File: config.mk
export PLATFORM = sky130hd
export DESIGN_NAME = num_buf_responder
export DESIGN_NICKNAME = d
export VERILOG_FILES = /design/src/rtl/num_buf_pkg.sv /design/src/rtl/num_fifo.sv /design/src/rtl/num_buf_responder.sv
export SDC_FILE = /design/constraint.sdc
export NUM_CORES = 1
export LEC_CHECK = 0
export CORE_MARGIN = 2
export CORE_UTILIZATION = 33
export CTS_CLUSTER_DIAMETER = 150
export DETAILED_ROUTE_END_ITERATION = 12
export MAX_ROUTING_LAYER = met4
export PLACE_DENSITY = 0.56
export SYNTH_ARGS = -nofsm -noshare
export SYNTH_HDL_FRONTEND = slang
export SYNTH_SLANG_ARGS = --single-unit
File: constraint.sdc
create_clock -name clk -period 8.78 [get_ports clk]
set_input_delay 1.756 -clock clk [delete_from_list [all_inputs] [get_ports clk]]
set_output_delay 1.756 -clock clk [all_outputs]
set_load 0.01 [all_outputs]
File: src/rtl/num_buf_pkg.sv
// Shared constants for the Number Input Buffer responder: register map,
// keyboard codes, STATUS/CTRL bit positions and key classification.
package num_buf_pkg;

    localparam logic [1:0] REG_STATUS = 2'd0;
    localparam logic [1:0] REG_DATA   = 2'd1;
    localparam logic [1:0] REG_CUR    = 2'd2;
    localparam logic [1:0] REG_CTRL   = 2'd3;

    localparam logic [7:0] KEY_ENTER = 8'h0D;
    localparam logic [7:0] KEY_BS    = 8'h08;
    localparam logic [7:0] KEY_ESC   = 8'h1B;
    localparam logic [7:0] KEY_0     = 8'h30;
    localparam logic [7:0] KEY_9     = 8'h39;

    localparam int ST_NOT_EMPTY = 0;
    localparam int ST_FULL      = 1;
    localparam int ST_OVF       = 2;
    localparam int ST_PARITY    = 3;
    localparam int ST_COUNT_LSB = 4;
    localparam int ST_NDIG_LSB  = 8;

    localparam int CTRL_FLUSH     = 0;
    localparam int CTRL_CLR_OVF   = 1;
    localparam int CTRL_CLR_ENTRY = 2;

    typedef enum logic [2:0] {
        KEY_NONE   = 3'd0,
        KEY_DIGIT  = 3'd1,
        KEY_BACK   = 3'd2,
        KEY_CANCEL = 3'd3,
        KEY_COMMIT = 3'd4
    } key_kind_e;

    function automatic key_kind_e decode_key(input logic valid, input logic [7:0] c);
        key_kind_e k;
        if (!valid) begin
            k = KEY_NONE;
        end else if ((c >= KEY_0) && (c <= KEY_9)) begin
            k = KEY_DIGIT;
        end else if (c == KEY_BS) begin
            k = KEY_BACK;
        end else if (c == KEY_ESC) begin
            k = KEY_CANCEL;
        end else if (c == KEY_ENTER) begin
            k = KEY_COMMIT;
        end else begin
            k = KEY_NONE;
        end
        return k;
    endfunction

endpackage

File: src/rtl/num_fifo.sv
// Synchronous FIFO of committed numbers; flush has priority over push/pop,
// and a pop frees a slot for a same-cycle push when full.
module num_fifo
    import num_buf_pkg::*;
#(
    parameter int WIDTH = 32,
    parameter int DEPTH = 4,
    localparam int AW = $clog2(DEPTH),
    localparam int CW = AW + 1
) (
    input  logic             clk,
    input  logic             rst,
    input  logic             push,
    input  logic             pop,
    input  logic             flush,
    input  logic [WIDTH-1:0] wdata,
    output logic [WIDTH-1:0] head,
    output logic [CW-1:0]    count,
    output logic             full,
    output logic             empty
);

    logic [WIDTH-1:0] mem_q [DEPTH];
    logic [WIDTH-1:0] mem_d [DEPTH];
    logic [AW-1:0]    wr_ptr_q, wr_ptr_d;
    logic [AW-1:0]    rd_ptr_q, rd_ptr_d;
    logic [CW-1:0]    count_q, count_d;
    logic             pop_ok_s, push_ok_s;

    assign full  = (count_q == CW'(DEPTH));
    assign empty = (count_q == {CW{1'b0}});
    assign count = count_q;
    assign head  = mem_q[rd_ptr_q];

    // Next-state for storage, pointers and occupancy
    always_comb begin
        mem_d     = mem_q;
        wr_ptr_d  = wr_ptr_q;
        rd_ptr_d  = rd_ptr_q;
        count_d   = count_q;
        pop_ok_s  = pop & ~empty;
        push_ok_s = push & (~full | pop_ok_s);
        if (flush) begin
            wr_ptr_d = {AW{1'b0}};
            rd_ptr_d = {AW{1'b0}};
            count_d  = {CW{1'b0}};
        end else begin
            if (push_ok_s) begin
                mem_d[wr_ptr_q] = wdata;
                wr_ptr_d        = wr_ptr_q + AW'(1);
            end else begin
                wr_ptr_d = wr_ptr_q;
            end
            if (pop_ok_s) begin
                rd_ptr_d = rd_ptr_q + AW'(1);
            end else begin
                rd_ptr_d = rd_ptr_q;
            end
            count_d = count_q + CW'(push_ok_s) - CW'(pop_ok_s);
        end
    end

    // State registers
    always_ff @(posedge clk) begin
        if (rst) begin
            for (int i = 0; i < DEPTH; i++) begin
                mem_q[i] <= {WIDTH{1'b0}};
            end
            wr_ptr_q <= {AW{1'b0}};
            rd_ptr_q <= {AW{1'b0}};
            count_q  <= {CW{1'b0}};
        end else begin
            mem_q    <= mem_d;
            wr_ptr_q <= wr_ptr_d;
            rd_ptr_q <= rd_ptr_d;
            count_q  <= count_d;
        end
    end

endmodule

File: src/rtl/num_buf_responder.sv
// MMIO responder for the Number Input Buffer: assembles BCD digit entries
// from key strokes, commits them as binary into a FIFO the CPU pops via loads.
module num_buf_responder
    import num_buf_pkg::*;
#(
    parameter int MAX_DIGITS = 4,
    parameter int DEPTH      = 4
) (
    input  logic        clk,
    input  logic        rst,
    input  logic        sel,
    input  logic [3:0]  addr,
    input  logic        rd,
    input  logic        wr,
    input  logic [31:0] wdata,
    output logic [31:0] rdata,
    input  logic        key_valid,
    input  logic [7:0]  key_char,
    output logic        not_empty
);

    localparam int BCD_W = 4 * MAX_DIGITS;
    localparam int NDW   = $clog2(MAX_DIGITS + 1);
    localparam int CW    = $clog2(DEPTH) + 1;

    logic [BCD_W-1:0] bcd_q, bcd_d;
    logic [NDW-1:0]   ndig_q, ndig_d;
    logic             ovf_q, ovf_d;
    logic [31:0]      rdata_q, rdata_d;

    logic             rd_s, wr_s, ctrl_wr_s, pop_s;
    logic             flush_s, clr_ovf_s, clr_entry_s;
    logic             commit_s, push_s, ovf_set_s;
    logic [31:0]      bin_s, head_s, status_s;
    logic [CW-1:0]    count_s;
    logic             full_s, empty_s;
    key_kind_e        kind_s;
    logic             unused_ok;

    // Weighted sum of decimal digits; the powers of ten fold to constants
    function automatic logic [31:0] bcd_to_bin(input logic [BCD_W-1:0] b);
        logic [31:0] acc;
        logic [31:0] pw;
        acc = 32'd0;
        pw  = 32'd1;
        for (int i = 0; i < MAX_DIGITS; i++) begin
            acc = acc + (32'(b[4*i +: 4]) * pw);
            pw  = pw * 32'd10;
        end
        return acc;
    endfunction

    assign rd_s        = sel & rd;
    assign wr_s        = sel & wr & ~rd;
    assign ctrl_wr_s   = wr_s & (addr[3:2] == REG_CTRL);
    assign flush_s     = ctrl_wr_s & wdata[CTRL_FLUSH];
    assign clr_ovf_s   = ctrl_wr_s & wdata[CTRL_CLR_OVF];
    assign clr_entry_s = ctrl_wr_s & wdata[CTRL_CLR_ENTRY];
    assign pop_s       = rd_s & (addr[3:2] == REG_DATA) & ~empty_s;
    assign kind_s      = decode_key(key_valid, key_char);
    assign commit_s    = (kind_s == KEY_COMMIT) & (ndig_q != {NDW{1'b0}});
    assign bin_s       = bcd_to_bin(bcd_q);
    assign push_s      = commit_s & ~flush_s;
    assign ovf_set_s   = push_s & full_s & ~pop_s;
    assign unused_ok   = ^{addr[1:0], wdata[31:3]};

    num_fifo #(
        .WIDTH (32),
        .DEPTH (DEPTH)
    ) u_fifo (
        .clk   (clk),
        .rst   (rst),
        .push  (push_s),
        .pop   (pop_s),
        .flush (flush_s),
        .wdata (bin_s),
        .head  (head_s),
        .count (count_s),
        .full  (full_s),
        .empty (empty_s)
    );

    // Entry editing; a CTRL clear-entry overrides any key this cycle
    always_comb begin
        bcd_d  = bcd_q;
        ndig_d = ndig_q;
        if (clr_entry_s) begin
            bcd_d  = {BCD_W{1'b0}};
            ndig_d = {NDW{1'b0}};
        end else begin
            case (kind_s)
                KEY_DIGIT: begin
                    if (ndig_q < NDW'(MAX_DIGITS)) begin
                        bcd_d  = (bcd_q << 4) | BCD_W'(key_char[3:0]);
                        ndig_d = ndig_q + NDW'(1);
                    end else begin
                        bcd_d = bcd_q;
                    end
                end
                KEY_BACK: begin
                    if (ndig_q != {NDW{1'b0}}) begin
                        bcd_d  = bcd_q >> 4;
                        ndig_d = ndig_q - NDW'(1);
                    end else begin
                        bcd_d = bcd_q;
                    end
                end
                KEY_CANCEL, KEY_COMMIT: begin
                    bcd_d  = {BCD_W{1'b0}};
                    ndig_d = {NDW{1'b0}};
                end
                default: begin
                    bcd_d  = bcd_q;
                    ndig_d = ndig_q;
                end
            endcase
        end
    end

    // Sticky overflow; a new overflow beats a same-cycle clear
    always_comb begin
        ovf_d = ovf_q;
        if (ovf_set_s) begin
            ovf_d = 1'b1;
        end else if (clr_ovf_s) begin
            ovf_d = 1'b0;
        end else begin
            ovf_d = ovf_q;
        end
    end

    // STATUS image and load data mux
    always_comb begin
        status_s                         = 32'd0;
        status_s[ST_NOT_EMPTY]           = ~empty_s;
        status_s[ST_FULL]                = full_s;
        status_s[ST_OVF]                 = ovf_q;
        status_s[ST_PARITY]              = ~empty_s & head_s[0];
        status_s[ST_COUNT_LSB +: 4]      = 4'(count_s);
        status_s[ST_NDIG_LSB +: 4]       = 4'(ndig_q);
        rdata_d                          = rdata_q;
        if (rd_s) begin
            case (addr[3:2])
                REG_STATUS: rdata_d = status_s;
                REG_DATA:   rdata_d = empty_s ? 32'd0 : head_s;
                REG_CUR:    rdata_d = 32'(bcd_q);
                REG_CTRL:   rdata_d = 32'd0;
                default:    rdata_d = 32'd0;
            endcase
        end else begin
            rdata_d = rdata_q;
        end
    end

    // State registers
    always_ff @(posedge clk) begin
        if (rst) begin
            bcd_q   <= {BCD_W{1'b0}};
            ndig_q  <= {NDW{1'b0}};
            ovf_q   <= 1'b0;
            rdata_q <= 32'd0;
        end else begin
            bcd_q   <= bcd_d;
            ndig_q  <= ndig_d;
            ovf_q   <= ovf_d;
            rdata_q <= rdata_d;
        end
    end

    assign rdata     = rdata_q;
    assign not_empty = ~empty_s;

endmodule

==> flow_summary.yaml <==
pwr:
  irDropWorstVdd_v: 0.0000965
  power.total_uw: 966
  p_leak_uw: 0.00281
  p_per_area_mw_per_mm2: 135
cts:
  cts_tree: "yes"
  cts_buffer_depth: 2
  clk_pin_slew_ns: 0.07
  cts_setup_buffers: 0
  cts_resized: 0
  h-tree-depth: 3
  cts_root_buffer: "clkbuf_16"
  hold_buffers: 0
  cts_buffers: 9
  cts.sinks: 103
  clk_latency_ns: 0.36
worst_setup_path:
  crit_fanout: 8
  cp_num_buf_inv: 2
  end_kind: "flop"
  crit_top_cell: "ha_1"
  crit_type: "reg2reg"
  setup.worst_path.start_class: "flop"
  cp_top_family: "adder cells"
  slowest_delay_ns: 0.66
  critPathArrivalTime_ns: 5.12
  crit_chain: "fa_1 > inv_1 > fa_1 > inv_1 > ha_1 > a21o_1 > a21oi_1 > xor2_1 > ha_1 > ha_1 > ha_1 > a21oi_1 > nand2_1 > o21ai_0 > o21ai_0 > xnor2_1 > a211oi_1"
  worstPathRequired_ns: 8.97
  cp_slowest_cell: "fa_1"
outcome:
  outcome: "complete, no violations"
logic_synthesis:
  synth_edf_count: 0
  synthCells: 730
  netlist_area_mm2: 0.00638
  async_flop_share: 0
  synth-seq-area-share: 0.323
  synth-simple-area-share: 0.171
  yosys.area_share.adder: 0.169
  yosysUniqueCellTypes: 57
  yosysTopAreaCell: "dfxtp_1"
  synth_ff_type: "dfxtp_1"
  synth-xor-area-share: 0.0316
  muxShareOfSynthArea: 0.0670
  synth_top_family_by_area: "simple AND/OR/NAND/NOR gates"
  synth_compound_gate_area_share: 0.164
  synth.top_cell.area_share: 0.323
  synthMostInstantiatedCell: "dfxtp_1"
  synthTopCellsByArea: "dfxtp_1 32%, ha_1 11%, nand2_1 6.0%, fa_1 6.0%, mux4_2 5.3%"
  synth.top_cells.by_count: "103 x dfxtp_1, 102 x nand2_1, 66 x a21oi_1"
  ys_warn_count: 0
  syn-mean-instance-area_um2: 8.74
  synth-seq-cells: 103
layout:
  insertedDiodeCount: 0
  fin_nets: 864
  area_delta_synth_final_pct: 12.1
  fillers: 1908
  fin_area_mm2: 0.00716
  drive_above_1_share: 0.0552
place:
  dp_hpwl_um: 11400
  place_congestion: 0.806
  io_buffers: 35
  pre_cts_slack_ns: 3.68
  placed_area_mm2: 0.00686
drt:
  final_antenna_net_count: 0
  viasPerCell: 5.02
  firstDrtPassIters: 5
  dr_total_vias: 5037
  wl_per_cell_um: 16.1
  drt-initial-drc-count: 335
  drcViolationCount: 0
  wl_um: 16100
sta:
  hold_violations: 0
  max_freq_mhz: 203
  post-route-min-period_ns: 4.93
  fin_setup_tns_ns: 0
  worst_pin_slew_ns: 0.987
  hold-worst-slack_ns: 0.453
  period_share: 0.561
  timing.final.ws_setup_ns: 3.85
  setup_viol: 0
  slew-limit-headroom: 0.341
  maxSlewViolCount: 0
  finClkSkew_ns: 0.0142
  grt_setup_unrepaired: "false"
floorplan:
  initial_core_util: 0.339
  die_x_um: 143
  row_count: 50
  die_y_um: 143
  dieArea_mm2: 0.0205
  ios: 83
  coreArea_mm2: 0.0188
grt:
  grt_util_all_layers: 0.169
  grt_max_degree: 89
  overflow: 0
  antenna_found_initial: 0
  grt_pass1_vias: 4797
  grt_pass1_wl_um: 26200
run:
  maxCapViolations: 0
min_path:
  hp-class: "reg2reg"
==> cells in the final DEF, fill, tap and decap left out, types with 3 or more instances in the layout <==
cell type	instances
a21oi_1	66
clkdlybuf4s50_1	34
mux4_2	15
a221oi_1	17
nor4_1	4
nor2_1	54
ha_1	56
nor3_1	21
a211oi_1	22
a21o_1	7
nand2_1	102
nor2b_1	5
o21ai_0	16
nand4_1	3
mux2i_1	9
inv_1	52
fa_1	19
clkbuf_16	9
conb_1	16
dfxtp_1	103
xor2_1	6
nand3b_1	9
xnor2_1	17
nand3_1	19
and2_1	12
o31ai_1	10
==> metal layers <==
layer / track usage / up-vias / part of all wire
met1: 0.239 / 2386 / 0.52
met4: 0.0349 / 0 / 0.011
li1: - / 2535 / -
met5: - / - / 0
met3: 0.0265 / 14 / 0.035
met2: 0.254 / 102 / 0.44
==> cells by family (layout without fill, tap and decap cells) <==
kind of cell    Yosys count  after routing
other cells               1             16
simple gates            239            239
xor+xnor                 23             23
compound gates          159            159
mux                      24             24
buf+inv                 106            104
flops                   103            103
fa+ha+maj                75             75
==> registers in the layout, summed over array words and instances (netlist names) <==
register	cells
u_fifo.mem_q	60
bcd_q	16
rdata	16
ndig_q	3
u_fifo.count	3
u_fifo.rd_ptr_q	2
u_fifo.wr_ptr_q	2
ovf_q	1
==> where the power goes <==
part	leakage, µW	internal, µW	switching [µW]	total, µW
sequential	0.000832	472	4.79	477
clock	0.000148	225	194	419
combinational	0.00183	27.9	42.3	70.2
==> final cells by class <==
| cell class | count | area [µm²] | share of cell area |
|---|---|---|---|
| timing repair buffer | 37 | 360 | 0.0503 |
| clock inverter | 6 | 76.3 | 0.0107 |
| tap | 260 | 325 | 0.0455 |
| inverter | 52 | 195 | 0.0273 |
| sequential | 103 | 2060 | 0.288 |
| multi-input combinational | 536 | 3910 | 0.547 |
| clock buffer | 9 | 225 | 0.0315 |
==> worst min-delay path, cell delays in order, from the launching register on <==
cell and delay [ns]:
dfxtp_1 0.31, nand2_1 0.05, a21oi_1 0.05
==> final timing paths <==
kind                                       from  slack, ns  cells past startpoint                            end
setup / recovery         bcd_q[13]$_SDFFE_PP0P_       3.85                     17  u_fifo.mem_q[13]$_SDFFE_PP0P_
hold / removal    u_fifo.mem_q[12]$_SDFFE_PP0P_       0.45                      2  u_fifo.mem_q[12]$_SDFFE_PP0P_
setup reg to reg         bcd_q[13]$_SDFFE_PP0P_       3.85                     17  u_fifo.mem_q[13]$_SDFFE_PP0P_
hold reg to reg   u_fifo.mem_q[12]$_SDFFE_PP0P_       0.45                      2  u_fifo.mem_q[12]$_SDFFE_PP0P_
==> per-stage QoR <==
stage	util	cells
after floorplan	-	745
after global placement	0.364	988
after detailed placement	0.364	988
after CTS	0.380	1003
after global routing	0.380	1003
final	0.380	1003
No activity file was read; power rests on OpenSTA's default activity.
